### config.mk
export PLATFORM = sky130hd
export DESIGN_NAME = wb_stage_nway
export DESIGN_NICKNAME = d
export VERILOG_FILES = /design/src/rtl/wb_pkg.sv /design/src/rtl/wb_waw_mask.sv /design/src/rtl/wb_stage_nway.sv
export SDC_FILE = /design/constraint.sdc
export NUM_CORES = 1
export LEC_CHECK = 0
export BUFFER_PORTS_ARGS = -buffer_cell sky130_fd_sc_hd__buf_2
export CAP_MARGIN = 30
export CORE_ASPECT_RATIO = 0.8
export CORE_MARGIN = 1.5
export CORE_UTILIZATION = 52
export CTS_CLUSTER_SIZE = 24
export DETAILED_ROUTE_END_ITERATION = 10
export PLACE_DENSITY_LB_ADDON = 0.05
export RECOVER_POWER = 100
export REMOVE_ABC_BUFFERS = 1
export SYNTH_ARGS = -nofsm -noshare
export SYNTH_HDL_FRONTEND = slang
export SYNTH_HIERARCHICAL = 1
export SYNTH_SLANG_ARGS = --single-unit
### constraint.sdc
create_clock -name clk -period 2.9 [get_ports clk]
set_input_delay 0.29 -clock clk [delete_from_list [all_inputs] [get_ports clk]]
set_output_delay 0.29 -clock clk [all_outputs]
set_load 0.1 [all_outputs]
### src/rtl/wb_pkg.sv
// wb_pkg: lane field layout shared by the MEM, ID and WB stages.
// A commit lane is packed as {lv, we, waddr[AW], wdata[DW], pc[32]},
// with pc in the least significant bits. The offset helpers take the
// instantiating stage's AW/DW. The LANE_W constant is for the default
// 32-bit data / 5-bit address configuration.
package wb_pkg;

  localparam int PC_W      = 32;
  localparam int WB_DW     = 32;
  localparam int WB_AW     = 5;

  localparam int PC_OFF    = 0;
  localparam int WDATA_OFF = PC_W;

  function automatic int waddr_off(input int dw);
    return PC_W + dw;
  endfunction

  function automatic int we_off(input int aw, input int dw);
    return PC_W + dw + aw;
  endfunction

  function automatic int lv_off(input int aw, input int dw);
    return PC_W + dw + aw + 1;
  endfunction

  function automatic int lane_w(input int aw, input int dw);
    return 2 + aw + dw + PC_W;
  endfunction

  localparam int LANE_W = lane_w(WB_AW, WB_DW);

endpackage

### src/rtl/wb_waw_mask.sv
// wb_waw_mask: write-after-write suppression inside one commit bundle.
// kill[k] is raised when a younger valid lane j>k writes the same
// register, so only the youngest write of a register reaches the regfile.
// Ports:
//   lv    - per-lane valid (thermometer, lane 0 oldest)
//   we    - per-lane write enable
//   waddr - per-lane destination, lane k at [k*AW +: AW]
//   kill  - per-lane suppress flag
module wb_waw_mask #(
  parameter int LANES = 2,
  parameter int AW    = 5
) (
  input  logic [LANES-1:0]    lv,
  input  logic [LANES-1:0]    we,
  input  logic [LANES*AW-1:0] waddr,
  output logic [LANES-1:0]    kill
);

  always_comb begin
    kill = '0;
    for (int k = 0; k < LANES; k++) begin
      for (int j = k + 1; j < LANES; j++) begin
        if (lv[j] && we[j] && (waddr[j*AW +: AW] == waddr[k*AW +: AW])) begin
          kill[k] = 1'b1;
        end
      end
    end
  end

endmodule

### src/rtl/wb_stage_nway.sv
// wb_stage_nway: N-lane writeback stage.
// Latches a commit bundle from MEM, issues all regfile writes in the first
// cycle the bundle is held, and drives a per-instruction trace port.
// Ports:
//   clk, resetn         - clock, async active-low reset
//   mem_to_wb_valid/bus - bundle offered by MEM (lane k at [k*LANE_W +: LANE_W])
//   wb_allowin          - WB can take a bundle this cycle
//   wb_rf_bus           - per-lane {we, waddr, wdata} to regfile / ID bypass
//   debug_wb_*          - trace port
// Build option WB_TRACE_SERIAL_EN: when defined, the bundle is held one
// cycle per valid lane and the trace walks the lanes in order. When
// undefined, every bundle leaves after one cycle and the trace shows the
// youngest writing lane.
module wb_stage_nway
  import wb_pkg::*;
#(
  parameter int LANES = 2,
  parameter int DW    = 32,
  parameter int AW    = 5
) (
  input  logic                             clk,
  input  logic                             resetn,
  input  logic                             mem_to_wb_valid,
  input  logic [LANES*lane_w(AW,DW)-1:0]   mem_to_wb_bus,
  output logic                             wb_allowin,
  output logic [LANES*(1+AW+DW)-1:0]       wb_rf_bus,
  output logic [31:0]                      debug_wb_pc,
  output logic [3:0]                       debug_wb_rf_we,
  output logic [AW-1:0]                    debug_wb_rf_wnum,
  output logic [DW-1:0]                    debug_wb_rf_wdata
);

  localparam int LW   = lane_w(AW, DW);
  localparam int RW   = 1 + AW + DW;
  localparam int IW   = $clog2(LANES) + 1;
  localparam int WA_O = waddr_off(DW);
  localparam int WE_O = we_off(AW, DW);
  localparam int LV_O = lv_off(AW, DW);

  logic                wb_valid_q, wb_valid_d;
  logic                rf_done_q, rf_done_d;
  logic [LANES*LW-1:0] bus_q, bus_d;

  logic                accept;
  logic                ready_go;
  logic [LANES-1:0]    lv, we, kill;
  logic [LANES*AW-1:0] waddr;
  logic [LANES*DW-1:0] wdata;
  logic [LANES*32-1:0] pc;
  logic [IW-1:0]       cnt;

  always_comb begin
    lv    = '0;
    we    = '0;
    waddr = '0;
    wdata = '0;
    pc    = '0;
    cnt   = '0;
    for (int k = 0; k < LANES; k++) begin
      lv[k]              = bus_q[k*LW + LV_O];
      we[k]              = bus_q[k*LW + WE_O];
      waddr[k*AW +: AW]  = bus_q[k*LW + WA_O +: AW];
      wdata[k*DW +: DW]  = bus_q[k*LW + WDATA_OFF +: DW];
      pc[k*32 +: 32]     = bus_q[k*LW + PC_OFF +: 32];
      cnt                = cnt + IW'(lv[k]);
    end
  end

  wb_waw_mask #(.LANES(LANES), .AW(AW)) u_waw_mask (
    .lv    (lv),
    .we    (we),
    .waddr (waddr),
    .kill  (kill)
  );

  assign wb_allowin = ~wb_valid_q | ready_go;
  assign accept     = mem_to_wb_valid & wb_allowin;

  always_comb begin
    bus_d      = accept ? mem_to_wb_bus : bus_q;
    wb_valid_d = wb_allowin ? mem_to_wb_valid : wb_valid_q;
    // rf_done marks that this bundle's writes already went out.
    rf_done_d  = accept ? 1'b0 : (wb_valid_q ? 1'b1 : rf_done_q);
  end

  always_ff @(posedge clk or negedge resetn) begin
    if (!resetn) begin
      wb_valid_q <= 1'b0;
      rf_done_q  <= 1'b0;
    end else begin
      wb_valid_q <= wb_valid_d;
      rf_done_q  <= rf_done_d;
    end
  end

  // Payload is qualified by wb_valid_q everywhere, so it needs no reset.
  always_ff @(posedge clk) begin
    bus_q <= bus_d;
  end

  always_comb begin
    wb_rf_bus = '0;
    for (int k = 0; k < LANES; k++) begin
      wb_rf_bus[k*RW +: RW] = {lv[k] & we[k] & wb_valid_q & ~rf_done_q & ~kill[k],
                               waddr[k*AW +: AW], wdata[k*DW +: DW]};
    end
  end

`ifdef WB_TRACE_SERIAL_EN
  logic [IW-1:0] idx_q, idx_d;

  assign ready_go = (cnt == '0) || (idx_q == cnt - IW'(1));

  always_comb begin
    if (accept)                       idx_d = '0;
    else if (wb_valid_q && !ready_go) idx_d = idx_q + IW'(1);
    else                              idx_d = idx_q;
  end

  always_ff @(posedge clk or negedge resetn) begin
    if (!resetn) idx_q <= '0;
    else         idx_q <= idx_d;
  end

  // Trace walks lane idx; we is shown unmasked by the WAW kill.
  always_comb begin
    debug_wb_rf_we    = '0;
    debug_wb_pc       = '0;
    debug_wb_rf_wnum  = '0;
    debug_wb_rf_wdata = '0;
    if (wb_valid_q && cnt != '0) begin
      for (int k = 0; k < LANES; k++) begin
        if (IW'(k) == idx_q) begin
          debug_wb_rf_we    = {4{we[k]}};
          debug_wb_pc       = pc[k*32 +: 32];
          debug_wb_rf_wnum  = waddr[k*AW +: AW];
          debug_wb_rf_wdata = wdata[k*DW +: DW];
        end
      end
    end
  end
`else
  assign ready_go = 1'b1;

  // Ascending scan so the youngest writing lane is the one left selected.
  always_comb begin
    debug_wb_rf_we    = '0;
    debug_wb_pc       = '0;
    debug_wb_rf_wnum  = '0;
    debug_wb_rf_wdata = '0;
    if (wb_valid_q && cnt != '0) begin
      for (int k = 0; k < LANES; k++) begin
        if (lv[k] && we[k]) begin
          debug_wb_rf_we    = 4'hf;
          debug_wb_pc       = pc[k*32 +: 32];
          debug_wb_rf_wnum  = waddr[k*AW +: AW];
          debug_wb_rf_wdata = wdata[k*DW +: DW];
        end
      end
    end
  end
`endif

endmodule

==> results of run 1 <==
==> critical path, stage by stage (launching register included) <==
cell	delay [ps]
edfxtp_1	500
a22oi_2	130
clkbuf_4	440
a211oi_2	360
clkbuf_2	520
==> area by class of cell <==
cell class / instances / area, sq um
Fill cell: 1031 / 4513
Sequential cell: 144 / 4314
Multi-Input combinational cell: 226 / 1868
Timing Repair Buffer: 307 / 1534
Clock buffer: 18 / 429.2
Tap cell: 175 / 219.0
Clock inverter: 14 / 171.4
Inverter: 1 / 3.754
Antenna cell: 1 / 2.502
==> Yosys cell counts <==
cell,number
edfxtp_1,142
buf_4,85
nand3_1,70
a211oi_2,40
a21bo_1,40
a211oi_1,29
a21bo_2,29
buf_2,22
buf_6,11
clkbuf_1,6
xnor2_1,5
nor2_1,4
conb_1,2
dfrtp_1,2
nand2_1,2
nor3_1,2
a22oi_2,1
buf_1,1
inv_2,1
nand2b_1,1
nand4_1,1
==> state kept, by name (all words and copies together) (netlist names) <==
name        cells
wb_valid_q      1
rf_done_q       1
bus_q         142
==> report_power, final <==
part / switching, uW / internal, uW / leakage (uW) / total [uW]
sequential: 71.3 / 2480 / 0.00141 / 2550
clock: 787 / 1420 / 0.000302 / 2210
combinational: 1470 / 314 / 0.00170 / 1790
total: 2330 / 4210 / 0.00342 / 6540
==> per-layer routing <==
metal  vias to the layer above  GRT usage (%)  wire [um]
met5                         -              0         13
met4                         2          9.161        345
met3                        28          8.239       1416
met2                       209          38.16       8253
met1                      2283          28.81       6656
li1                       2212              -          -
==> cell families after synthesis <==
| family | synth area share, % |
|---|---|
| DFF | 60.90 |
| AOI/OAI and AO/OA | 20.06 |
| buffers and inverters | 12.73 |
| and+or+nand+nor | 5.581 |
| xor gates and xnor gates | 0.6181 |
| other | 0.1060 |
==> worst min-delay path by stage <==
stage	start	end	slack (ps)	depth (start not counted)
global placement	resetn	rf_done_q$_DFFE_PN0P_	110	1
global route	mem_to_wb_bus[127]	bus_q[127]$_DFFE_PP_	20	1
CTS	mem_to_wb_bus[94]	bus_q[94]$_DFFE_PP_	30	1
finish	mem_to_wb_bus[82]	bus_q[82]$_DFFE_PP_	40	1
detailed placement	resetn	rf_done_q$_DFFE_PN0P_	110	1
floorplan	resetn	rf_done_q$_DFFE_PN0P_	-6	0
==> cell usage in the layout (no fill, tap or decap) <==
master / instances
buf_2: 145
edfxtp_1: 142
clkbuf_1: 79
clkbuf_2: 72
nand3_1: 70
a21bo_1: 40
a211oi_2: 40
a21bo_2: 29
a211oi_1: 29
clkbuf_16: 17
clkinv_2: 7
buf_12: 5
buf_4: 5
xnor2_1: 5
nor2_1: 4
bufinv_16: 4
nand2_1: 2
nor3_1: 2
conb_1: 2
clkinv_1: 2
dfrtp_1: 2
diode_2: 1
inv_2: 1
a22oi_2: 1
nand2b_1: 1
clkinv_4: 1
dlygate4sd3_1: 1
clkbuf_4: 1
nand4_1: 1
==> stage by stage <==
stage,util (%),setup TNS [ps]
6_report,65.43,0
5_1_grt,65.43,0
4_1_cts,66.37,0
3_5_place_dp,61.69,0
3_3_place_gp,61.69,0
2_1_floorplan,-,-288270
==> timing repair <==
| item | in CTS | in global routing |
|---|---|---|
| hold buffers | 1 | 0 |
| gates resized for setup | 0 | 0 |
| hold endpoints to repair | 2 | 0 |
==> metrics.txt, run 1 <==
RSZ-0062 raised after global routing false; Netlist Area Pre-Place 7084 sq um; Clock Latency Late Sink 420 ps; CTS Sinks 144; pin count of the biggest net entering global routing 84; Initial Utilization 54.26%; detailed placer's ending HPWL 11520 um; clock slew at reported path FFs 60 ps; largest area contributor in the netlist edfxtp_1; crit path from bus_q[141]$_DFFE_PP_; H-Tree Depth 4; Routability Congestion 0.7902; CTS buffer count 17; Seq cells post-synth 144; IO Port Bufs 293; fmax 0.3731 GHz; CP Capture Type output port; Crit Path Category register to output port; Power Total 6543 uW; Vias 4734; initial antenna violation count 2; Crit Reg-Reg Endpoint rf_done_q$_DFFE_PN0P_; r2r setup slk 2200 ps; number of global-route vias before repair 4606; outcome finished, violations left; Worst Clk Skew 0.3000 ps; Cells after Synth 496; DR WL/cell 18.83 um; part of the cycle the worst path needs 92.42%; worst path arrival time 2390 ps; post-route setup slack 219.9 ps; DR DRC count 0; die area 14340 sq um; Max Cap Viol 1; nets 842; Synth top area share 60.19%; Avg Cell Area, Syn 14.28 sq um; CTS max path bufs 2; final instance area 8542 sq um; worst hold path class input port to register; Routed WL 16690 um; cell count of the worst reg-to-reg path 2; vias per cell 5.343; peak supply drop 485.6 uV; CP Max Fanout 42; Tmin final 2680 ps; Final Setup Violations 0; core area 13060 sq um; CP endpoint debug_wb_rf_wdata[29]; Rows 37; sequential area share after synthesis 60.90%; antenna viol nets, final 0; global-route wire length before repair 25050 um; reg-to-reg startpoint wb_valid_q$_DFF_PN0_; total congestion overflow 0; die height 107.4 um; final hold vios 0; DR pass1 iterations 5; hold_ws 39.96 ps; Post-CTS Setup Inserts 0; leakage 0.003415 uW; clk root buf clkbuf_16; DP Area 8054 sq um; placed insts 852; Layout area overhead 20.58%; CTS tree built; dominant cells by area after synthesis edfxtp_1, buf_4, a211oi_2, a21bo_1, nand3_1; Yosys cell types 21; Worst Setup Start Kind register; worst-margin pin slew 1719 ps; Total Routing Usage GR 23.42%; violated checks capacitance limit, slew limit; I/O pins 295; pre-CTS WS 725.9 ps; Max Transition Viols Final 69; non-filler cells, final 886; fraction of layout cells with a size suffix above 1 46.20%; WP data required 2610 ps; chip width 133.5 um; initial DRC count 242; max-slew headroom at the worst pin -14.60%; power density over the cells 765.9 nW/um^2; Ys Warns 6
No activity file was read; power rests on OpenSTA's default activity.
==> run 2, diff against run 1 <==
--- a/config.mk
+++ b/config.mk
@@ -5,11 +5,12 @@
 export SDC_FILE = /design/constraint.sdc
 export NUM_CORES = 1
 export LEC_CHECK = 0
+export ABC_AREA = 1
 export BUFFER_PORTS_ARGS = -buffer_cell sky130_fd_sc_hd__buf_2
 export CAP_MARGIN = 30
 export CORE_ASPECT_RATIO = 0.8
 export CORE_MARGIN = 1.5
-export CORE_UTILIZATION = 52
+export CORE_UTILIZATION = 53
 export CTS_CLUSTER_SIZE = 24
 export DETAILED_ROUTE_END_ITERATION = 10
 export PLACE_DENSITY_LB_ADDON = 0.05
==> metrics.txt, run 2 <==
outcome finished, violations left; violated checks capacitance limit, slew limit; fmax 0.3984 GHz (+6.8%); Biggest register bus_q; final instance area 8892 sq um (+4.1%); total congestion overflow 0 (unchanged); Tmin final 2510 ps (-170.1 ps); CTS tree built; largest registers bus_q (142), rf_done_q (1), wb_valid_q (1); Initial Utilization 53.99% (-0.27 points); CTS Sinks 144 (unchanged); Layout area overhead 21.97%; dominant cells by area after synthesis edfxtp_1, nand3_1, buf_4, nand2_1, inv_1; count leader, synth nand2_1; initial DRC count 421 (+74%); Cells after Synth 789 (+59%); Crit Path Category register to output port; RSZ-0062 raised after global routing false; Rows 38 (+2.7%); power density over the cells 718.8 nW/um^2 (-6.2%); nets 1137 (+35%); worst hold path class input port to register; chip width 134.1 um (+0.48%); max incr delay on CP 530 ps (about the same); DR WL met2 9302 um (+13%); clock slew at reported path FFs 60 ps (about the same); part of the cycle the worst path needs 86.55% (-5.9 points); clk root buf clkbuf_16; critical path's slowest cell buf_4; commonest non-fill, non-tap cell in the layout nand2_1; sequential area share after synthesis 59.17% (-1.7 points); IO Port Bufs 293 (unchanged); post_cts resized 0 (unchanged); most frequent cells in the layout nand2_1, inv_1, edfxtp_1; Yosys cell types 18 (-14%); die area 14470 sq um (+0.95%); CTS buffer count 17 (unchanged); Ys Warns 6 (unchanged); dominant synthesized flop cell edfxtp_1; DR pass1 iterations 5 (unchanged); global-route wire length before repair 28890 um (+15%); Layout fillers 1116 (+8.2%); fraction of registers with async set/reset 1.389% (unchanged); max-slew headroom at the worst pin -4.629% (+10 points); Routability Congestion 0.8964 (+13%); Max Cap Viol 1 (unchanged); worst-margin pin slew 1569 ps (-149.6 ps); Seq cells post-synth 144 (unchanged); antenna viol nets, final 0 (unchanged); Avg Cell Area, Syn 9.240 sq um (-35%); CP Max Fanout 56 (+33%); DP Area 9454 sq um (+17%); leakage 0.004318 uW (+26%); Vias 5861 (+24%); largest area contributor in the netlist edfxtp_1; top post-synthesis cells by count nand2_1, inv_1, edfxtp_1, nand3_1, buf_4; pin count of the biggest net entering global routing 72 (-14%); WP data required 2610 ps (about the same); Worst Clk Skew 0.05032 ps (-0.2496 ps); CP cell instances nand2_1, buf_4, a21oi_1, clkbuf_1, buf_12; peak supply drop 486.1 uV (+0.11%); Post-synth EDFFs 142 (unchanged); Netlist Area Pre-Place 7291 sq um (+2.9%); I/O pins 295 (unchanged); DR WL/cell 16.06 um (-15%); number of global-route vias before repair 5554 (+21%); Max Transition Viols Final 64 (-7.2%); CP Capture Type output port; Clock Latency Late Sink 430 ps (about the same); fraction of layout cells with a size suffix above 1 25.07% (-21 points); Synth top area share 58.49% (-1.7 points); Worst Setup Start Kind register; Final Setup Violations 0 (unchanged); core area 13500 sq um (+3.4%); wl on met1 7401 um (+11%); die height 107.9 um (+0.47%); Routed WL 19080 um (+14%); detailed placer's ending HPWL 12690 um (+10%); Max Used Layer met5; hold_ws 31.56 ps (-8.396 ps); H-Tree Depth 4 (unchanged); worst path arrival time 2220 ps (-170 ps); Total Routing Usage GR 26.67% (+3.3 points); Largest register FFs 142 (unchanged); initial antenna violation count 4 (+2); CTS max path bufs 2 (unchanged); DR DRC count 0 (unchanged); final hold vios 0 (unchanged); WL met3 1830 um (+29%); vias per cell 4.934 (-7.7%)
-- run 2: logic make-up after synthesis --
kind of cell	Yosys count	synth area share, %
and+or+nand+nor	367	21.47
buffers and inverters	271	18.81
AOI/OAI and AO/OA	3	0.2059
other	2	0.1030
DFF	144	59.17
xor gates and xnor gates	2	0.2403
-- run 2: layout make-up --
cell class | instances | area, sq um | share of cell area, %
diodes | 3 | 7.507 | 0.08442
repair buffers | 309 | 1679 | 18.88
clock buffers | 21 | 440.4 | 4.953
well taps | 180 | 225.2 | 2.533
inverters | 146 | 548.0 | 6.163
multi-input cells | 374 | 1605 | 18.05
flip-flops and latches | 144 | 4314 | 48.52
clock inverters | 11 | 72.57 | 0.8161
-- run 2: report_power, final --
group	internal [uW]	switching (uW)	leakage [uW]	total (uW)
Sequential	2480	73.8	0.00141	2550
Combinational	313	1580	0.00265	1890
Clock	1150	798	0.000253	1950
-- run 2: per-stage QoR --
step                std cells  util (%)  worst slack, ps  TNS, ps  total power [uW]
global route             1188     65.85            260.8        0              6623
global placement         1152     70.01            993.5        0              4706
finish                   1188     65.85            390.1        0              6392
CTS                      1185     73.89            538.8        0              6677
detailed placement       1152     70.01             1008        0              4732
floorplan                 664         -            -6188  -148270              4042
-- run 2: worst paths after layout --
| kind | cells after the start | endpoint | startpoint | slack, ps |
|---|---|---|---|---|
| setup reg to reg | 2 | rf_done_q$_DFFE_PN0P_ | wb_valid_q$_DFF_PN0_ | 2160 |
| max in group asynchronous | 2 | rf_done_q$_DFFE_PN0P_ | resetn | 2550 |
| hold / removal | 1 | bus_q[61]$_DFFE_PP_ | mem_to_wb_bus[61] | 30 |
| min in group asynchronous | 2 | wb_valid_q$_DFF_PN0_ | resetn | 210 |
| hold reg to reg | 2 | rf_done_q$_DFFE_PN0P_ | rf_done_q$_DFFE_PN0P_ | 520 |
| setup / recovery | 5 | debug_wb_rf_we[1] | bus_q[141]$_DFFE_PP_ | 390 |
-- run 2: repair_timing --
action,in CTS,in global routing
hold buffers,1,0
endpoints found under the setup margin,0,0
setup buffers,0,0
endpoints found under the hold margin,2,0
-- run 2: routing by layer --
layer,vias up,track usage [%]
met5,-,0
met4,2,10.98
met3,38,8.522
met1,2713,32.23
li1,2811,-
met2,297,44.62
-- run 2: worst max-delay path: cells and delay by family, from the launching register on --
kind	cells	cell delay, ps
buffers and inverters	3	1060
AO/OA/AOI/OAI	1	140
flip-flops	1	430
AND/OR/NAND/NOR	1	120
==> run 3, diff against run 2 <==
--- a/config.mk
+++ b/config.mk
@@ -15,7 +15,6 @@
 export DETAILED_ROUTE_END_ITERATION = 10
 export PLACE_DENSITY_LB_ADDON = 0.05
 export RECOVER_POWER = 100
-export REMOVE_ABC_BUFFERS = 1
 export SYNTH_ARGS = -nofsm -noshare
 export SYNTH_HDL_FRONTEND = slang
 export SYNTH_HIERARCHICAL = 1
==> metrics.txt, run 3 (synthesis results as in run 2) <==
Rows 38 (unchanged); total congestion overflow 0 (unchanged); final hold vios 0 (unchanged); Max Transition Viols Final 63 (-1.6%); chip width 134.1 um (unchanged); core area 13500 sq um (unchanged); Power Total 6716 uW (+5.1%); pre-CTS WS 710.8 ps (-297.0 ps); Max Cap Viol 1 (unchanged); fmax 0.3655 GHz (-8.3%); Tmin final 2736 ps (+226.2 ps); violated checks capacitance limit, slew limit; worst-margin pin slew 1726 ps (+156.6 ps); Routed WL 19390 um (+1.6%); Largest register FFs 142 (unchanged); most frequent cells in the layout buf_2, nand2_1, inv_1; worst hold path class input port to register; clk root buf clkbuf_16; CTS buffer count 17 (unchanged); CTS max path bufs 2 (unchanged); Final Util 66.26% (+0.41 points); critical path's slowest cell buf_2; CP cell instances buf_4, nor2_2, nor2_4, clkbuf_4, nand2_1, nor2_1, buf_2; antenna viol nets, final 0 (unchanged); die height 107.9 um (unchanged); Clock Latency Late Sink 420 ps (about the same); setup TNS 0 ps (unchanged); DR WL/cell 16.37 um (+1.9%); worst path arrival time 2450 ps (+230 ps); peak supply drop 496.6 uV (+2.2%); Synth Net Count 934; Initial Utilization 53.99% (unchanged); clock slew at reported path FFs 60 ps (about the same); CP Max Fanout 40 (-29%); CTS tree built; I/O pins 295 (unchanged); nets 1135 (-0.18%); DR DRC count 0 (unchanged); fraction of layout cells with a size suffix above 1 26.13% (+1.1 points); max-slew headroom at the worst pin -15.07% (-10 points); commonest non-fill, non-tap cell in the layout buf_2; max incr delay on CP 460 ps (-70 ps); initial antenna violation count 8 (+4); Biggest register bus_q; CP Capture Type output port; WP data required 2610 ps (about the same); Crit Path Category register to output port; power density over the cells 750.6 nW/um^2 (+4.4%); Final Setup Violations 0 (unchanged); leakage 0.004369 uW (+1.2%); vias per cell 4.913 (-0.42%); Vias 5817 (-0.75%); Total Routing Usage GR 26.71% (+0.046 points); die area 14470 sq um (unchanged); Worst Setup Start Kind register; Layout area overhead 22.72%; DR pass1 iterations 5 (unchanged); Worst Clk Skew 0.02698 ps (-0.02334 ps); part of the cycle the worst path needs 94.35% (+7.8 points); post-route setup slack 163.9 ps (-226.2 ps); IO Port Bufs 293 (unchanged); outcome finished, violations left; number of global-route vias before repair 5685 (+2.4%); H-Tree Depth 4 (unchanged); largest registers bus_q (142), rf_done_q (1), wb_valid_q (1); CTS Sinks 144 (unchanged); Post-CTS Setup Inserts 0 (unchanged); pin count of the biggest net entering global routing 71 (-1.4%); global-route wire length before repair 29140 um (+0.86%); detailed placer's ending HPWL 13190 um (+4.0%); Routability Congestion 0.8615 (-3.9%); initial DRC count 371 (-12%); RSZ-0062 raised after global routing false
## run 3: cell types whose count changed in the layout (fill, tap and decap cells not counted), moves of 4 or more
cell	change
buf_12	-5
clkbuf_4	+8
bufinv_16	+4
clkbuf_2	-32
clkbuf_1	-7
clkinv_1	-4
buf_2	+30
## run 3: routing by layer
metal | GRT usage, % | wire length [um] | vias to the layer above
met5 | 0 | 24 | -
met4 | 11.52 | 505 | 4
met2 | 44.92 | 9550 | 246
li1 | - | - | 2798
met3 | 8.004 | 1500 | 39
met1 | 32.26 | 7804 | 2730
## run 3: cell type report
cell class	instances	area (sq um)
Inverter	146	548.0
Clock inverter	9	167.7
Sequential cell	144	4314
Fill cell	1129	4556
Clock buffer	19	432.9
Timing Repair Buffer	307	1625
Antenna cell	5	12.51
Multi-Input combinational cell	374	1622
Tap cell	180	225.2
## run 3: worst max-delay path: cells and delay by family (launching register included)
kind                   cells  cell delay [ps]
and+or+nand+nor            4              430
buffers and inverters      3             1210
DFF                        1              380
## run 3: final timing paths
path / to / startpoint / cells past startpoint / slack (ps)
worst max-delay path: debug_wb_pc[30] / bus_q[141]$_DFFE_PP_ / 7 / 160
worst min-delay path: bus_q[126]$_DFFE_PP_ / mem_to_wb_bus[126] / 1 / 40
worst max register to register: rf_done_q$_DFFE_PN0P_ / wb_valid_q$_DFF_PN0_ / 2 / 2240
worst min register to register: rf_done_q$_DFFE_PN0P_ / rf_done_q$_DFFE_PN0P_ / 2 / 520
max in group asynchronous: wb_valid_q$_DFF_PN0_ / resetn / 2 / 2560
min in group asynchronous: rf_done_q$_DFFE_PN0P_ / resetn / 2 / 210
## run 3: power by group
part | switching, uW | total (uW) | internal, uW
sequential | 75.3 | 2550 | 2480
clock | 785 | 2280 | 1500
combinational | 1580 | 1880 | 303
total | 2440 | 6720 | 4280
## run 3: what timing repair did
action                                 in CTS  in global routing
hold buffers                                1                  0
setup endpoints to repair                   0                  0
endpoints found under the hold margin       2                  0
gates resized for setup                     0                  0
## run 3: metrics by stage
| stage | std cells | hold WS [ps] | area [sq um] |
|---|---|---|---|
| finish | 1184 | 38.94 | 8947 |
| global route | 1183 | 24.44 | 8945 |
| CTS | 1179 | 26.48 | 10030 |
| detailed placement | 1150 | 77.77 | 9415 |
| global placement | 1150 | 77.21 | 9415 |
| floorplan | 789 | -5.591 | 7305 |
